<file path="src/rtl/reg_bus_arbiter_if.sv">
// Request/grant and RegIO bus bundle for reg_bus_arbiter.
// slave = arbiter side, master = client/RegIO side.
interface reg_bus_arbiter_if #(
  parameter int NCLIENT = 4,
  parameter int OFFW    = 8,
  parameter int DATAW   = 16
);
  localparam int IDW = $clog2(NCLIENT);

  logic [NCLIENT-1:0]       req_i;
  logic [NCLIENT*OFFW-1:0]  cli_offset_i;
  logic [NCLIENT-1:0]       cli_length_i;
  logic [NCLIENT-1:0]       cli_wr_i;
  logic [NCLIENT*DATAW-1:0] cli_wdata_i;
  logic [NCLIENT-1:0]       cli_newcmd_i;
  logic                     io_busy_i;
  logic [NCLIENT-1:0]       gnt_o;
  logic [IDW-1:0]           grant_id_o;
  logic [OFFW-1:0]          offset_o;
  logic                     length_o;
  logic                     WR_o;
  logic [DATAW-1:0]         writeData_o;
  logic                     NewCommand_o;
  logic                     err_o;

  modport slave (
    input  req_i, cli_offset_i, cli_length_i, cli_wr_i, cli_wdata_i, cli_newcmd_i, io_busy_i,
    output gnt_o, grant_id_o, offset_o, length_o, WR_o, writeData_o, NewCommand_o, err_o
  );

  modport master (
    output req_i, cli_offset_i, cli_length_i, cli_wr_i, cli_wdata_i, cli_newcmd_i, io_busy_i,
    input  gnt_o, grant_id_o, offset_o, length_o, WR_o, writeData_o, NewCommand_o, err_o
  );
endinterface

</file>
<file path="src/rtl/reg_bus_arbiter.sv">
// Shares the RegIO register port between NCLIENT clients: request/grant, burst ownership, busy watchdog.
// Define REG_ARB_RR_EN for round-robin arbitration; otherwise fixed priority (lowest index wins).
module reg_bus_arbiter #(
  parameter int NCLIENT = 4,
  parameter int OFFW    = 8,
  parameter int DATAW   = 16,
  parameter int TIMEOUT = 1023
) (
  input logic              clk40m,
  input logic              RSTN,
  reg_bus_arbiter_if.slave bus
);
  localparam int IDW = $clog2(NCLIENT);
  localparam logic [15:0] TIMEOUT16 = 16'(TIMEOUT);

  typedef enum logic [1:0] {IDLE, OWN, DRAIN} state_e;

  state_e             state_q, state_d;
  logic [NCLIENT-1:0] gnt_q, gnt_d;
  logic [IDW-1:0]     gid_q, gid_d;
  logic               err_q, err_d;
  logic [15:0]        wdog_q, wdog_d;
  logic [15:0]        wdogInc;
  logic [IDW-1:0]     win;
  logic               busyCount;
  logic               fault;
  logic               ownerReq;
`ifdef REG_ARB_RR_EN
  logic [IDW-1:0]     rr_q, rr_d;
  logic               found;
  int                 idx;
`endif

`ifdef REG_ARB_RR_EN
  // Search begins one past the last granted client, wrapping around.
  always_comb begin
    win   = '0;
    found = 1'b0;
    idx   = 0;
    for (int k = 1; k <= NCLIENT; k++) begin
      idx = (int'(rr_q) + k) % NCLIENT;
      if (!found && bus.req_i[IDW'(idx)]) begin
        win   = IDW'(idx);
        found = 1'b1;
      end
    end
  end
`else
  always_comb begin
    win = '0;
    for (int i = NCLIENT - 1; i >= 0; i--) begin
      if (bus.req_i[i]) win = IDW'(i);
    end
  end
`endif

  assign ownerReq  = |(bus.req_i & gnt_q);
  assign busyCount = (state_q != IDLE) && bus.io_busy_i;
  assign wdogInc   = wdog_q + 16'd1;
  assign fault     = busyCount && (wdogInc == TIMEOUT16);

  always_ff @(posedge clk40m or negedge RSTN) begin
    if (!RSTN) begin
      state_q <= IDLE;
      gnt_q   <= '0;
      gid_q   <= '0;
      err_q   <= 1'b0;
      wdog_q  <= '0;
`ifdef REG_ARB_RR_EN
      rr_q    <= '0;
`endif
    end else begin
      state_q <= state_d;
      gnt_q   <= gnt_d;
      gid_q   <= gid_d;
      err_q   <= err_d;
      wdog_q  <= wdog_d;
`ifdef REG_ARB_RR_EN
      rr_q    <= rr_d;
`endif
    end
  end

  always_comb begin
    state_d = state_q;
    gnt_d   = gnt_q;
    gid_d   = gid_q;
    err_d   = err_q;
    wdog_d  = busyCount ? wdogInc : 16'd0;
`ifdef REG_ARB_RR_EN
    rr_d    = rr_q;
`endif
    case (state_q)
      IDLE: begin
        if (|bus.req_i) begin
          state_d = OWN;
          gnt_d   = NCLIENT'(1) << win;
          gid_d   = win;
`ifdef REG_ARB_RR_EN
          rr_d    = win;
`endif
        end
      end
      OWN, DRAIN: begin
        // A watchdog fault revokes ownership even while the owner still requests.
        if (fault) begin
          state_d = IDLE;
          gnt_d   = '0;
          gid_d   = '0;
          err_d   = 1'b1;
          wdog_d  = '0;
        end else if (state_q == OWN && !ownerReq) begin
          if (bus.io_busy_i) begin
            state_d = DRAIN;
          end else begin
            state_d = IDLE;
            gnt_d   = '0;
            gid_d   = '0;
          end
        end else if (state_q == DRAIN && !bus.io_busy_i) begin
          state_d = IDLE;
          gnt_d   = '0;
          gid_d   = '0;
        end
      end
      default: state_d = IDLE;
    endcase
  end

  always_comb begin
    bus.offset_o     = '0;
    bus.length_o     = 1'b1;
    bus.WR_o         = 1'b0;
    bus.writeData_o  = '0;
    bus.NewCommand_o = 1'b0;
    for (int i = 0; i < NCLIENT; i++) begin
      if (gnt_q[i]) begin
        bus.offset_o     = bus.cli_offset_i[i*OFFW +: OFFW];
        bus.length_o     = bus.cli_length_i[i];
        bus.WR_o         = bus.cli_wr_i[i];
        bus.writeData_o  = bus.cli_wdata_i[i*DATAW +: DATAW];
        bus.NewCommand_o = (state_q == OWN) && bus.cli_newcmd_i[i];
      end
    end
  end

  assign bus.gnt_o      = gnt_q;
  assign bus.grant_id_o = gid_q;
  assign bus.err_o      = err_q;

endmodule

</file>
<file path="src/flat_wrapper.sv">
// flat-port wrapper written by rule: the top's interface ports become plain ports
module reg_bus_arbiter_flat 
#(
  parameter int NCLIENT = 4,
  parameter int OFFW    = 8,
  parameter int DATAW   = 16,
  parameter int TIMEOUT = 1023
)
  (clk40m, RSTN, bus_req_i, bus_cli_offset_i, bus_cli_length_i, bus_cli_wr_i, bus_cli_wdata_i, bus_cli_newcmd_i, bus_io_busy_i, bus_gnt_o, bus_grant_id_o, bus_offset_o, bus_length_o, bus_WR_o, bus_writeData_o, bus_NewCommand_o, bus_err_o);
  reg_bus_arbiter_if #(.NCLIENT(NCLIENT), .OFFW(OFFW), .DATAW(DATAW)) bus_i ();
  input logic clk40m;
  input logic RSTN;
  input wire logic [$bits(bus_i.req_i)-1:0] bus_req_i;
  input wire logic [$bits(bus_i.cli_offset_i)-1:0] bus_cli_offset_i;
  input wire logic [$bits(bus_i.cli_length_i)-1:0] bus_cli_length_i;
  input wire logic [$bits(bus_i.cli_wr_i)-1:0] bus_cli_wr_i;
  input wire logic [$bits(bus_i.cli_wdata_i)-1:0] bus_cli_wdata_i;
  input wire logic [$bits(bus_i.cli_newcmd_i)-1:0] bus_cli_newcmd_i;
  input wire logic [$bits(bus_i.io_busy_i)-1:0] bus_io_busy_i;
  output wire logic [$bits(bus_i.gnt_o)-1:0] bus_gnt_o;
  output wire logic [$bits(bus_i.grant_id_o)-1:0] bus_grant_id_o;
  output wire logic [$bits(bus_i.offset_o)-1:0] bus_offset_o;
  output wire logic [$bits(bus_i.length_o)-1:0] bus_length_o;
  output wire logic [$bits(bus_i.WR_o)-1:0] bus_WR_o;
  output wire logic [$bits(bus_i.writeData_o)-1:0] bus_writeData_o;
  output wire logic [$bits(bus_i.NewCommand_o)-1:0] bus_NewCommand_o;
  output wire logic [$bits(bus_i.err_o)-1:0] bus_err_o;
  assign bus_i.req_i = bus_req_i;
  assign bus_i.cli_offset_i = bus_cli_offset_i;
  assign bus_i.cli_length_i = bus_cli_length_i;
  assign bus_i.cli_wr_i = bus_cli_wr_i;
  assign bus_i.cli_wdata_i = bus_cli_wdata_i;
  assign bus_i.cli_newcmd_i = bus_cli_newcmd_i;
  assign bus_i.io_busy_i = bus_io_busy_i;
  assign bus_gnt_o = bus_i.gnt_o;
  assign bus_grant_id_o = bus_i.grant_id_o;
  assign bus_offset_o = bus_i.offset_o;
  assign bus_length_o = bus_i.length_o;
  assign bus_WR_o = bus_i.WR_o;
  assign bus_writeData_o = bus_i.writeData_o;
  assign bus_NewCommand_o = bus_i.NewCommand_o;
  assign bus_err_o = bus_i.err_o;
  reg_bus_arbiter #(.NCLIENT(NCLIENT), .OFFW(OFFW), .DATAW(DATAW), .TIMEOUT(TIMEOUT)) u_core (.clk40m(clk40m), .RSTN(RSTN), .bus(bus_i));
endmodule
</file>
<file path="config.mk">
export PLATFORM = sky130hd
export DESIGN_NAME = reg_bus_arbiter_flat
export DESIGN_NICKNAME = d
export VERILOG_FILES = /design/src/rtl/reg_bus_arbiter_if.sv /design/src/rtl/reg_bus_arbiter.sv /design/src/flat_wrapper.sv
export SDC_FILE = /design/constraint.sdc
export NUM_CORES = 1
export LEC_CHECK = 0
export BUFFER_PORTS_ARGS = -buffer_cell sky130_fd_sc_hd__buf_2
export CORE_MARGIN = 2
export CORE_UTILIZATION = 40
export CTS_CLUSTER_DIAMETER = 200
export DETAILED_ROUTE_END_ITERATION = 8
export MAX_ROUTING_LAYER = met4
export PLACE_DENSITY = 0.82
export SETUP_SLACK_MARGIN = 0.02
export SKIP_CTS_REPAIR_TIMING = 1
export SYNTH_ARGS = -nofsm -noshare
export SYNTH_HDL_FRONTEND = slang
export SYNTH_SLANG_ARGS = --single-unit
</file>
<file path="constraint.sdc">
create_clock -name clk40m -period 2.2 [get_ports clk40m]
set_input_delay 0.33 -clock clk40m [delete_from_list [all_inputs] [get_ports clk40m]]
set_output_delay 0.33 -clock clk40m [all_outputs]
set_load 0.02 [all_outputs]
</file>
==> run_results.csv, run 1 <==
group,metric,value,unit
outcome,status,"finished with violations",
cts,cts_tree,"built",
critical_path,worstPathCellList,"ha_4 > xnor2_2 > or4_4 > a211oi_2 > o211ai_1 > nor3b_2 > buf_4 > nor3_1",
sta,finalSetupTns,-1.037,ns
sta,max-slew-margin-rel,60.68,%
power,p_leak,0.001806,µW
final_layout,fin_nets,637,
yosys,syn_area_per_cell,7.112,µm²
critical_path,path_max_fanout,6,
sta,final_hold_viol_count,0,
final_layout,final_common_cell,"buf_2",
cts,cts_buffers,3,
floorplan,die_w,82.66,µm
critical_path,cp_top_family,"simple AND/OR/NAND/NOR gates",
final_layout,area_delta_synth_final,55.21,%
sta,rsz0062_at_grt,"yes",
floorplan,boundaryPins,149,
yosys,syn_inst,348,
drt,avgViaCountPerCell,5.588,
final_layout,final_area,3841,µm²
final_layout,fill_cells,514,
critical_path,critPathSlowestCell,"or4_4",
global_route,grt_overflow_total,0,
job,drv_cap,0,
yosys,syn_nets,469,
yosys,netlist_top_cells_area,"dfrtp_1 25%, a22oi_1 7.9%, o21ai_0 6.9%, a21oi_1 6.7%, nand2_1 6.5%",
global_route,grt_pass1_wl,11870,µm
place,placed_area,3498,µm²
floorplan,initial_utilization,41.55,%
yosys,yosys.area.top_type_share,25.28,%
global_route,antenna_found_initial,0,
critical_path,r2r_cells,8,
floorplan,rows,28,
power,ir_worst_vdd,0.0007641,V
sta,clock.fmax,436.5,MHz
critical_path,cp-start-kind,"flip-flop",
drt,post_drt_wl_per_cell,15.97,µm
cts,cts_root_buf,"clkbuf_8",
yosys,synth_seq_cells,25,
final_layout,antenna_cells,0,
sta,setup_viol,19,
critical_path,startpoint,"u_core.wdog_q[0]",
cts,cts_max_path_buffers,2,
drt,dr.pass1.iters,4,
critical_path,critPathKind,"flip-flop to flip-flop",
yosys,synthArstFlopShare,100.0,%
yosys,synthMuxAreaShare,1.618,%
global_route,grt_pass1_vias,2671,
critical_path,critPathMaxStageDelay,0.48,ns
global_route,grt_usage,22.86,%
yosys,netlist.top_cell.by_area,"dfrtp_1",
drt,drc,0,
cts,clk_pin_slew,0.09,ns
critical_path,reg2reg_to,"u_core.wdog_q[0]",
power,p_per_area,1018,nW/µm²
yosys,synth-adder-area-share,3.033,%
final_layout,layout.cells.non_filler,590,
place,finalWeightedCongestion,0.9246,
final_layout,seq_area,630.6,µm²
outcome,violations,"negative setup slack",
drt,vias,3297,
final_layout,multi_input_area,1884,µm²
floorplan,die_area,6833,µm²
yosys,synthSimpleGateAreaFrac,30.03,%
place,dp_worst_setup_slack,-0.1094,ns
sta,finalClockSkew,0.005824,ns
yosys,synth_top_family_by_area,"simple AND/OR/NAND/NOR gates",
critical_path,crit_buf_inv,1,
sta,drv_slew,0,
yosys,synth_edf_count,0,
sta,tightest_slew,0.5897,ns
yosys,yosys_most_used_dff,"dfrtp_1",
cts,cts_sinks,25,
floorplan,fp.coreArea,5956,µm²
sta,fin_crit_sh,104.1,%
yosys,synth_area,2475,µm²
yosys,ys.warnings.count,0,
final_layout,drive_gt1_share,46.60,%
yosys,synth_xor_area_share,4.954,%
drt,postRouteWirelength,9423,µm
global_route,grt_max_degree,59,
cts,clock_latency,0.29,ns
critical_path,end_kind,"flip-flop",
yosys,synth.yosys.seq_area_share,25.28,%
sta,fin_ws,-0.09086,ns
cts,htreeDepth,1,
yosys,synth_compound_area_share,29.58,%
drt,drt_iter0_drc,190,
floorplan,die_h,82.66,µm
critical_path,critPathRequiredTime,2.37,ns
worst_hold_path,hold_class,"primary input to asynchronous set/reset pin",
sta,min_period,2.291,ns
yosys,yosysUniqueCellTypes,50,
place,dp.cells,580,
final_layout,final_core_util,64.50,%
place,dp_hpwl,6708,µm
critical_path,r2r_start,"u_core.wdog_q[0]",
critical_path,critPathArrivalTime,2.46,ns
final_layout,layout_common_cells,"122 x buf_2, 57 x buf_4, 42 x nand2_1, 39 x nor2_1, 33 x a21oi_1",
drt,ant_nets,0,
critical_path,rrSetupSlack,-0.09,ns
place,io_buffers,148,
[metal layers]
| layer | vias to the layer above | share of wire (%) | GRT usage [%] |
|---|---|---|---|
| li1 | 1594 | - | - |
| met1 | 1550 | 38 | 27.41 |
| met2 | 132 | 53 | 39.03 |
| met3 | 21 | 7.6 | 4.348 |
| met4 | 0 | 1.7 | 6.721 |
| met5 | - | 0 | - |
[worst reg2reg max path, cell delays in order (launching register included)]
cell and delay (ns):
dfrtp_2 0.46, ha_4 0.19, xnor2_2 0.14, or4_4 0.48
a211oi_2 0.16, o211ai_1 0.18, nor3b_2 0.30, buf_4 0.22
nor3_1 0.06
[area by class of cell]
class / instances / share of cell area [%]
tap: 75 / 2.443
inverter: 8 / 0.7818
clock buffer: 4 / 1.173
sequential: 25 / 16.42
timing repair buffer: 188 / 30.13
multi-input combinational: 290 / 49.06
[report_power, final]
group	leakage [µW]	switching, µW	total [µW]	internal [µW]
clock network	0.0000228	159	290	131
logic	0.00145	1730	3020	1290
registers	0.000336	69.9	599	530
total	0.00181	1960	3910	1950
[per-stage QoR]
| step | hold slack (ns) | total power, µW |
|---|---|---|
| after floorplan | 0.03441 | 2337 |
| after global placement | 0.3426 | 3142 |
| after detailed placement | 0.3625 | 3214 |
| after CTS | 0.05346 | 3506 |
| after global routing | 0.07155 | 4198 |
| final | 0.03737 | 3909 |
[registers in the layout, summed over array words and instances (netlist names)]
signal,flops
u_core.state_q,2
u_core.bus.err_o,1
u_core.wdog_q,16
u_core.bus.gnt_o,4
u_core.bus.grant_id_o,2
[cells in the mapped netlist, types with 5 or more instances]
master	count
a21oi_1	33
ha_1	6
xor2_1	5
a22oi_1	26
xnor2_1	9
clkbuf_1	18
nor2_1	40
inv_1	8
dfrtp_1	25
nand3_1	14
o21ai_0	34
nor3_1	15
nand2_1	43
[worst max path at each step]
stage | cells past startpoint | slack (ns) | to
3_3_place_gp | 8 | -0.06 | u_core.wdog_q[5]
2_1_floorplan | 10 | -0.04 | u_core.wdog_q[9]
4_1_cts | 8 | -0.16 | bus_offset_o[1]
3_5_place_dp | 7 | -0.11 | u_core.bus.gnt_o[2]
5_1_grt | 8 | -0.19 | u_core.wdog_q[0]
6_report | 8 | -0.09 | u_core.wdog_q[0]
[logic make-up (layout without fill, tap and decap cells)]
logic type	Yosys count	count (layout)
AO/OA/AOI/OAI	117	117
flip-flops	25	25
XOR/XNOR	14	14
multiplexers	4	4
adder cells (fa/ha/maj)	6	6
AND/OR/NAND/NOR	149	149
buffers and inverters	33	200
Note: power is estimated with default switching activity, not from simulation.
==> run 2, diff against run 1 <==
--- a/config.mk
+++ b/config.mk
@@ -17,3 +17,4 @@
 export SYNTH_ARGS = -nofsm -noshare
 export SYNTH_HDL_FRONTEND = slang
 export SYNTH_SLANG_ARGS = --single-unit
+export TNS_END_PERCENT = 1
==> run 2 against run 1 <==
  * The flow still finishes with violations (negative setup slack)
  * Cell count stayed put
  * Fmax is 1.1% lower
  * Wire length is 6.4% lower
  * Critical path depth stayed put
  * First-iteration DRC count is 10% lower
  * Sequential share of layout area is 0.42 points higher
  * Worst setup slack worse by 0.025 ns
  * Global-route usage is 1.3 points lower
  * Final area is 2.7% lower
  * Power is 7.4% lower
  * Critical path type unchanged
  * Largest cell class unchanged
==> run_results.csv, run 2 (synthesis results as in run 1) <==
group,metric,value,unit
outcome,status,"finished with violations",
outcome,violations,"negative setup slack",
critical_path,critPathSlowestCell,"dfrtp_1",
final_layout,final_core_util,62.77,%
floorplan,die_h,82.66,µm
job,drv_cap,0,
drt,vias,3194,
worst_hold_path,hold_class,"primary input to asynchronous set/reset pin",
drt,drt_iter0_drc,171,
critical_path,critPathKind,"flip-flop to flip-flop",
power,seqPwrFrac,16.6,%
sta,max-slew-margin-rel,62.12,%
place,dp.cells,582,
final_layout,layout.cells.non_filler,590,
final_layout,antenna_cells,0,
place,io_buffers,148,
power,p_sw_share,51.71,%
drt,ant_nets,0,
critical_path,path_max_fanout,3,
drt,drc,0,
cts,cts_sinks,25,
place,dp_hpwl,6488,µm
critical_path,cp-start-kind,"flip-flop",
global_route,grt_max_degree,59,
floorplan,boundaryPins,149,
critical_path,critPathMaxStageDelay,0.42,ns
final_layout,drive_gt1_share,45.24,%
sta,finalClockSkew,0.005759,ns
cts,clock_latency,0.27,ns
drt,avgViaCountPerCell,5.414,
global_route,antenna_found_initial,0,
floorplan,die_area,6833,µm²
floorplan,fp.coreArea,5956,µm²
final_layout,area_delta_synth_final,51.06,%
sta,clock.fmax,431.7,MHz
sta,fin_ws,-0.1163,ns
place,finalWeightedCongestion,0.9311,
cts,clk_pin_slew,0.09,ns
drt,dr.pass1.iters,4,
final_layout,layout_common_cells,"148 x buf_2, 42 x nand2_1, 40 x nor2_1, 35 x buf_4, 33 x a21oi_1",
global_route,grt_pass1_wl,11490,µm
global_route,grt_pass1_vias,2580,
final_layout,regMostFlops,"u_core.wdog_q",
drt,postRouteWirelength,8822,µm
cts,cts_tree,"built",
floorplan,rows,28,
final_layout,fin_nets,637,
critical_path,critPathArrivalTime,2.53,ns
place,placed_area,3518,µm²
critical_path,end_kind,"flip-flop",
floorplan,die_w,82.66,µm
drt,post_drt_wl_per_cell,14.95,µm
power,ir_worst_vdd,0.0007150,V
critical_path,critPathRequiredTime,2.41,ns
global_route,grt_overflow_total,0,
power,p_clk_share,7.5,%
floorplan,initial_utilization,41.55,%
sta,setup_viol,17,
final_layout,final_common_cell,"buf_2",
sta,fin_crit_sh,105.3,%
power,switchingPower,1871,µW
final_layout,final_area,3739,µm²
power,p_per_area,968.0,nW/µm²
cts,cts_max_path_buffers,2,
global_route,grt_usage,21.59,%
sta,holdWs,0.04400,ns
final_layout,largest_reg_flops,16,
power,combinationalPowerShare,75.9,%
power,p_leak,0.001809,µW
sta,tightest_slew,0.5681,ns
power,p_int,1748,µW
critical_path,worstPathCellList,"ha_4 > nand3_1 > nor3_1 > mux2i_1 > o211ai_1 > buf_4 > or3_4 > nand3_2",
cts,htreeDepth,1,
sta,rsz0062_at_grt,"yes",
final_layout,fill_cells,511,
sta,min_period,2.316,ns
sta,finalSetupTns,-1.370,ns
cts,cts_buffers,3,
cts,cts_root_buf,"clkbuf_8",
sta,drv_slew,0,
sta,final_hold_viol_count,0,
run 2: final timing paths:
path                                  start                  endpoint  slack [ns]  cells past startpoint
max in group asynchronous              RSTN          u_core.wdog_q[5]        1.75                      1
max reg2reg                u_core.wdog_q[0]  u_core.bus.grant_id_o[0]       -0.12                      8
min in group clk40m        u_core.bus.err_o          u_core.bus.err_o        0.49                      1
min                                    RSTN          u_core.wdog_q[2]        0.04                      1
min reg2reg                u_core.bus.err_o          u_core.bus.err_o        0.49                      1
max                        u_core.wdog_q[0]  u_core.bus.grant_id_o[0]       -0.12                      8
run 2: layer usage:
metal | vias to the layer above | wire, µm | track usage (%) | part of all wire, %
met5 | - | 0 | - | 0
met4 | 0 | 106 | 2.623 | 1.2
met3 | 13 | 578 | 3.152 | 6.6
met2 | 127 | 4507 | 36.77 | 51
met1 | 1455 | 3629 | 28.07 | 41
li1 | 1599 | - | - | -
run 2: worst max-delay path, delay by kind of cell, from the launching register on:
kind / cells / cell delay [ns]
and+or+nand+nor: 4 / 0.88
DFF: 1 / 0.42
muxes: 1 / 0.36
AOI/OAI and AO/OA: 1 / 0.23
buffers and inverters: 1 / 0.20
adders and majority gates: 1 / 0.18
run 2: power groups by stage:
| stage | combinational (µW) | clock [µW] | sequential (µW) |
|---|---|---|---|
| floorplan | 1660 | 0 | 640 |
| global placement | 2560 | 0 | 586 |
| detailed placement | 2610 | 0 | 590 |
| CTS | 2620 | 282 | 582 |
| global route | 3020 | 302 | 608 |
| finish | 2750 | 271 | 600 |
run 2: final cells by class:
class	count	area [µm²]	share of cell area [%]
Clock buffer	4	45.04	1.205
Inverter	8	32.53	0.8701
Multi-Input combinational cell	290	1869	50.00
Sequential cell	25	629.4	16.83
Tap cell	75	93.84	2.510
Timing Repair Buffer	188	1069	28.58
run 2: per-stage QoR:
step           total power (µW)  worst slack [ns]
3_5_place_dp               3198           -0.1144
5_1_grt                    3928           -0.1743
6_report                   3619           -0.1163
4_1_cts                    3479           -0.1270
2_1_floorplan              2300          -0.03977
3_3_place_gp               3148          -0.06398
